**src/rtl/inst_fetch_queue_pkg.sv**
```systemverilog
// ============================================================================
// Module  : inst_fetch_queue_pkg
// Brief   : Shared widths, defaults and beat layout for the IF->ID fetch queue.
// Revision: 1.0 - initial release
// ============================================================================
`default_nettype none

package inst_fetch_queue_pkg;

    localparam int IF_ID_LEN = 65;
    localparam int FQ_DEPTH  = 4;

    typedef struct packed {
        logic        ex_adef;
        logic [31:0] inst;
        logic [31:0] pc;
    } fq_beat_t;

    function automatic fq_beat_t fq_make_beat(input logic ex_adef, input logic [31:0] inst,
                                              input logic [31:0] pc);
        fq_beat_t b;
        b.ex_adef = ex_adef;
        b.inst    = inst;
        b.pc      = pc;
        return b;
    endfunction

endpackage

`default_nettype wire

```
**src/rtl/fq_mem.sv**
```systemverilog
// ============================================================================
// Module  : fq_mem
// Brief   : DEPTH x LEN register file, async clear, one write / one comb read.
// Revision: 1.0 - initial release
// ============================================================================
`default_nettype none

module fq_mem
    import inst_fetch_queue_pkg::*;
#(
    parameter int DEPTH = FQ_DEPTH,
    parameter int LEN   = IF_ID_LEN
) (
    input  logic                     clk,
    input  logic                     resetn,
    input  logic                     we,
    input  logic [$clog2(DEPTH)-1:0] waddr,
    input  logic [LEN-1:0]           wdata,
    input  logic [$clog2(DEPTH)-1:0] raddr,
    output logic [LEN-1:0]           rdata
);

    logic [LEN-1:0] r_mem [DEPTH];

    always_ff @(posedge clk or negedge resetn) begin
        if (!resetn) begin
            for (int i = 0; i < DEPTH; i++) begin
                r_mem[i] <= '0;
            end
        end else if (we) begin
            r_mem[waddr] <= wdata;
        end
    end

    assign rdata = r_mem[raddr];

endmodule

`default_nettype wire

```
**src/rtl/inst_fetch_queue.sv**
```systemverilog
// ============================================================================
// Module  : inst_fetch_queue
// Brief   : Circular IF->ID decoupling queue, flushed on exception/ertn/branch.
// Revision: 1.0 - initial release
// ============================================================================
`default_nettype none

module inst_fetch_queue
    import inst_fetch_queue_pkg::*;
#(
    parameter int DEPTH = FQ_DEPTH,
    parameter int LEN   = IF_ID_LEN
) (
    input  logic                     clk,
    input  logic                     resetn,
    input  logic                     IF_FQ_valid,
    input  logic [LEN-1:0]           IF_FQ_bus,
    output logic                     FQ_allowin,
    output logic                     FQ_ID_valid,
    output logic [LEN-1:0]           FQ_ID_bus,
    input  logic                     ID_allowin,
    input  logic                     WB_EXC_signal,
    input  logic                     WB_ERTN_signal,
    input  logic                     br_taken,
    output logic [$clog2(DEPTH):0]   FQ_count
);

    localparam int AW = $clog2(DEPTH);
    localparam int CW = AW + 1;
    localparam logic [CW-1:0] c_full_count = CW'(DEPTH);

    logic [AW-1:0] r_wr_ptr;
    logic [AW-1:0] r_rd_ptr;
    logic [CW-1:0] r_count;
    logic          w_enq;
    logic          w_deq;
    logic          w_flush;

    // Handshakes depend only on registered occupancy, never on the peers' inputs.
    assign FQ_allowin  = (r_count != c_full_count);
    assign FQ_ID_valid = (r_count != '0);
    assign FQ_count    = r_count;

    assign w_enq   = IF_FQ_valid & FQ_allowin;
    assign w_deq   = FQ_ID_valid & ID_allowin;
    assign w_flush = WB_EXC_signal | WB_ERTN_signal | br_taken;

    always_ff @(posedge clk or negedge resetn) begin
        if (!resetn) begin
            r_wr_ptr <= '0;
            r_rd_ptr <= '0;
            r_count  <= '0;
        end else if (w_flush) begin
            r_wr_ptr <= '0;
            r_rd_ptr <= '0;
            r_count  <= '0;
        end else begin
            if (w_enq) begin
                r_wr_ptr <= r_wr_ptr + 1'b1;
            end
            if (w_deq) begin
                r_rd_ptr <= r_rd_ptr + 1'b1;
            end
            case ({w_enq, w_deq})
                2'b10:   r_count <= r_count + 1'b1;
                2'b01:   r_count <= r_count - 1'b1;
                default: r_count <= r_count;
            endcase
        end
    end

    // Flushed beats must not land in storage; stale contents elsewhere are harmless.
    fq_mem #(
        .DEPTH (DEPTH),
        .LEN   (LEN)
    ) u_fq_mem (
        .clk    (clk),
        .resetn (resetn),
        .we     (w_enq & ~w_flush),
        .waddr  (r_wr_ptr),
        .wdata  (IF_FQ_bus),
        .raddr  (r_rd_ptr),
        .rdata  (FQ_ID_bus)
    );

endmodule

`default_nettype wire

```
**config.mk**
```make
export PLATFORM = sky130hd
export DESIGN_NAME = inst_fetch_queue
export DESIGN_NICKNAME = d
export VERILOG_FILES = /design/src/rtl/inst_fetch_queue_pkg.sv /design/src/rtl/fq_mem.sv /design/src/rtl/inst_fetch_queue.sv
export SDC_FILE = /design/constraint.sdc
export NUM_CORES = 1
export LEC_CHECK = 0
export CORE_UTILIZATION = 56
export CTS_CLUSTER_DIAMETER = 80
export DETAILED_ROUTE_END_ITERATION = 7
export PLACE_DENSITY = 0.84
export SLEW_MARGIN = 30
export SYNTH_ARGS = -nofsm -noshare
export SYNTH_HDL_FRONTEND = slang
export SYNTH_HIERARCHICAL = 1
export SYNTH_SLANG_ARGS = --single-unit
```
**constraint.sdc**
```tcl
create_clock -name clk -period 2.7 [get_ports clk]
set_clock_uncertainty 0.1 [all_clocks]
set_input_delay 0.675 -clock clk [delete_from_list [all_inputs] [get_ports clk]]
set_output_delay 0.675 -clock clk [all_outputs]
set_load 0.02 [all_outputs]
```
# Yosys cells after proc, flatten, opt, wreduce, memory -nomap -nowiden
# Index checks and enable logic that the tools add are counted.
# classes
n_addsub,4
order_cmp,3
eq_ne,3
muxes,12
bitwise_logic,8
reduce_logical,5
# op_table
op,n
bitwise mux 260 bit,1
2-to-1 mux 65 bit,3
binary-select mux 65 bit (select 2 bit),1
demux 65 bit (select 2 bit),1
2-to-1 mux 2 bit,4
">= comparator 3 bit, second input constant",2
inverter 2 -> 3 bit,2
case mux 3 bit (2 select lines),1
nonzero test 3 bit,2
"adder 2 x 1 -> 2 bit, second input constant",2
nonzero test 2 bit,2
"adder 3 x 1 -> 3 bit, second input constant",1
AND 1 bit,3
"less-than comparator 3 x 1 -> 1 bit, second input constant",1
2-to-1 mux 3 bit,1
"inequality test 3 bit, second input constant",1
"subtractor 3 x 1 -> 3 bit, second input constant",1
"== test 2 x 1 -> 1 bit, second input constant",1
"== test 2 bit, second input constant",1
OR 1 bit,2
logical AND 1 bit,1
inverter 1 bit,1
# totals
reg_bits,267
word_cells,42

# Longest topological paths before layout
# logic_depth
ltp_word,6
ltp_mapped,8
ltp_nobuf,8

# Cells and area by module
# Netlist, hierarchy kept.
# modules_own_cells
module,n_inst,cells_each,area_per_inst_um2,seq_area_each_um2
fq_mem,1,631,11654.9,6506.2
inst_fetch_queue,1,44,435.4,175.2

# Least setup slack after synthesis
# No wires, ideal clock.
# synth_path
kind,register -> register
start,register r_count[0] (netlist: FQ_count[0])
end,register r_count[2] (netlist: FQ_count[2])
arrival_time_ns,2.303
required_time_ns,2.523
path_slack_ns,0.220
stages_incl_launch_ff,9
synth_period_minus_slack_ns,2.480
path_cell_list,dfrtp_1 > or3_1 > nand2_1 > nor2_1 > fa_1 > nand2b_1 > and3b_1 > a211o_1 > a21oi_1
# synth_between
elab_chain_cells,5
word_cells_on_any_way,11
# synth_lines
element,line_no,source
start: declaration,inst_fetch_queue.sv:34,logic [CW-1:0] r_count;
start signal: assignment,inst_fetch_queue.sv:65,2'b10: r_count <= r_count + 1'b1;
start signal: assignment,inst_fetch_queue.sv:66,2'b01: r_count <= r_count - 1'b1;
start signal: assignment,inst_fetch_queue.sv:67,default: r_count <= r_count;
nonzero test 3 bit *,inst_fetch_queue.sv:41,assign FQ_ID_valid = (r_count != '0);
net FQ_ID_valid,inst_fetch_queue.sv:19,"output logic FQ_ID_valid,"
AND 1 bit *,inst_fetch_queue.sv:45,assign w_deq = FQ_ID_valid & ID_allowin;
== test 2 x 1 -> 1 bit / == test 2 bit (equally long branches),inst_fetch_queue.sv:64,"case ({w_enq, w_deq})"
case mux 3 bit (2 select lines),inst_fetch_queue.sv:64,
2-to-1 mux 3 bit,inst_fetch_queue.sv:53,end else if (w_flush) begin
# The timed path passes the listed nets; every way through them passes the cells marked *.
# A chain may end at the register's enable or synchronous reset.

# Worst setup path after layout
# layout_path
start,register r_rd_ptr[0]
end,output port FQ_ID_bus[49]
# layout_between
elab_chain_cells,4
# layout_lines
element,line_no,source
start: declaration,inst_fetch_queue.sv:33,logic [AW-1:0] r_rd_ptr;
start signal: assignment,inst_fetch_queue.sv:62,r_rd_ptr <= r_rd_ptr + 1'b1;
inverter 2 -> 3 bit (implied by the code),fq_mem.sv:35,assign rdata = r_mem[raddr];
binary-select mux 65 bit (select 2 bit),fq_mem.sv:35,
2-to-1 mux 65 bit (implied by the code) (2 in a row),fq_mem.sv:35,
end: declaration,inst_fetch_queue.sv:20,"output logic [LEN-1:0] FQ_ID_bus,"
# Every way passes these cells. The select of a mux whose other input is x is not followed.

==> results.txt <==
Critical Path End Type - primary output
CP max-delay cell - mux4_2
Initial antenna violation count - 2
Reg2reg end - FQ_count[2]
Port-buffer cells - 141
Worst r2r src - FQ_count[0]
DP HPWL - 16.8 mm
Layout cells sized above 1 - 0.453
Netlist cell types - 29
Core Box Area - 21100 µm²
Die height - 149 µm
Hold crit path type - input pin to async pin
Seq cells post-synth - 267
Status - complete, but fails checks
Main area contributors after synthesis - dfrtp_1 (55%), mux2_4 (12%), mux4_2 (12%)
Hold Buf Count CTS - 0
Gr usage total - 0.252
Net Count, Synth - 748
Post-Layout Cell Count - 1148
Slew headroom - 0.490
Die Width - 149 µm
Vias in the first global route - 7796
DR iter-0 viols - 281
First-pass GRT wire length - 43.1 mm
Worst setup SP type - flop
CTS Root Cell - clkbuf_16
VDD IR max - 476 µV
Syn avg cell area - 17.9 µm²
Routed WL - 26.6 mm
WS Path Type - flop to primary output
Crit path max fanout - 7
Die area - 22200 µm²
Inserted Clock Buffers - 28
Worst r2r path cells - 9
Endpoints failing hold - 0
Largest net degree at the start of global routing - 94
Post-Syn Instances - 675
Worst stage delay on the critical path - 530 ps
Pwr dens - 687 nW/µm²
TritonCTS Sinks - 267
Failing checks - setup timing
Power Total - 10.5 mW
Vias per cell - 5.84
H-tree Lvls - 1
Placer Congestion - 0.822
Min Tclk post-route - 2770 ps
NumNets Final - 925
Post-route clock period utilization - 1.03
Reg2Reg Setup Slack - 220 ps
Skew-Pair Late Insertion Delay - 530 ps
Yosys top cell area share - 0.553
Total congestion overflow - 0
Leak - 7.38 nW
RSZ-0062 raised after global routing - true
Post-synth EDFFs - 0
CTS tree - built
Synth warnings - 6
Synthesized area - 12100 µm²
Area leader, netlist - dfrtp_1
# DRC - 0
Row count - 53
Worst Path Required - 1920 ps
Fillers - 1253
CTS Buffer Depth - 3
Area Growth Syn to Fin - 26.5%
Post-placement cell count - 1088
Fmax - 361 MHz
Final Max Slew Viols - 0
ANT nets after route - 0
# IOs - 142
Worst Setup Slack, final - -73.2 ps
Initial core utilization - 0.573
Prevailing post-synth register cell - dfrtp_1
Place WS - -189 ps
Wire per inst - 23.2 µm
Final setup fails - 42
Ys async rst share - 1.00
Max-cap violations - 0
Worst-Margin Slew - 764 ps
Sequential area share after synthesis - 0.553
CP cell instances - buf_12 -> clkbuf_16 -> mux4_2 -> buf_6
Critical path arrival - 2000 ps
Clk slew on worst S/H paths - 60 ps
Total number of vias - 6705
TritonRoute pass-1 iters - 4
synth_stat cells (2+ instances only):
cell type / instances
mux2_2: 60
clkbuf_1: 2
buf_2: 15
dfrtp_1: 267
buf_6: 20
buf_4: 6
or3_1: 2
xor2_1: 4
nand3_1: 3
mux2_4: 100
nand2_1: 3
mux4_2: 65
nand3b_1: 3
nor2_1: 10
mux2_1: 100
o21ai_0: 2
registers in the layout, summed over array words and instances (netlist names):
name            count
r_wr_ptr            2
FQ_count            3
u_fq_mem/r_mem    260
r_rd_ptr            2
where the power goes:
| part | switching, mW | internal (mW) | total, mW |
|---|---|---|---|
| Sequential | 0.177 | 4.33 | 4.50 |
| Combinational | 0.821 | 1.02 | 1.84 |
| Clock | 1.54 | 2.61 | 4.16 |
| Total | 2.54 | 7.96 | 10.5 |
layout by cell type, fill, tap and decap left out, types with 5 or more instances in the layout:
cell	instances
mux2_1	100
mux2_2	60
buf_6	61
clkinv_2	6
bufinv_16	5
clkbuf_16	31
nor2_1	10
mux2_4	100
mux4_2	65
buf_4	24
buf_2	5
clkdlybuf4s50_1	73
dfrtp_1	264
clkbuf_8	7
buf_12	19
how the worst max path moves through the flow:
stage / from / endpoint / slack [ps] / cells after the start
2_1_floorplan: FQ_count[0] / FQ_count[2] / 220 / 8
3_3_place_gp: WB_ERTN_signal / u_fq_mem/r_mem[252] / -180 / 7
3_5_place_dp: WB_ERTN_signal / u_fq_mem/r_mem[255] / -190 / 7
4_1_cts: r_rd_ptr[0] / FQ_ID_bus[48] / -170 / 4
5_1_grt: r_rd_ptr[0] / FQ_ID_bus[49] / -120 / 4
6_report: r_rd_ptr[0] / FQ_ID_bus[49] / -70 / 4
kinds of logic after synthesis:
| kind of cell | synth area share |
|---|---|
| and+or+nand+nor | 0.0112 |
| DFF | 0.553 |
| adders and majority gates | 0.00166 |
| xor gates and xnor gates | 0.00362 |
| muxes | 0.396 |
| buffers and inverters | 0.0292 |
| AOI/OAI and AO/OA | 0.00549 |
worst max-delay path, delay by kind of cell (launching register included):
family / cells / cell delay, ps
multiplexers: 1 / 530
flip-flops: 1 / 450
buffers and inverters: 3 / 500
final cells by class:
class,count,area (µm²),area share
repair buffers,190,2170,0.142
clock inverters,12,188,0.0123
diodes,1,2.50,0.000164
flip-flops and latches,267,6690,0.437
multi-input cells,365,5070,0.332
clock buffers,38,830,0.0542
well taps,275,344,0.0225
layer usage:
metal / vias up / global-route usage / part of all wire
met5: - / 0 / 0.00045
met4: 2 / 0.0796 / 0.022
met3: 48 / 0.0398 / 0.046
met2: 181 / 0.422 / 0.51
met1: 3589 / 0.340 / 0.42
li1: 2885 / - / -
per-stage QoR:
step                      setup TNS (ps)  instance area, µm²   util  hold slack, ps
final                              -1300               15300  0.725            72.8
after global routing               -4430               15300  0.725             116
after CTS                          -4430               15100  0.714             117
after detailed placement          -25450               14100  0.667             370
after global placement            -21780               14100  0.667             362
after floorplan                        0               12100      -             279
repair_timing:
action | 4_1_cts | 5_1_grt
buffers inserted | 5 | 1
endpoints found under the setup margin | 67 | 64
cloned | 2 | 2
gates resized for setup | 302 | 94
(Power assumes the default switching activity.)
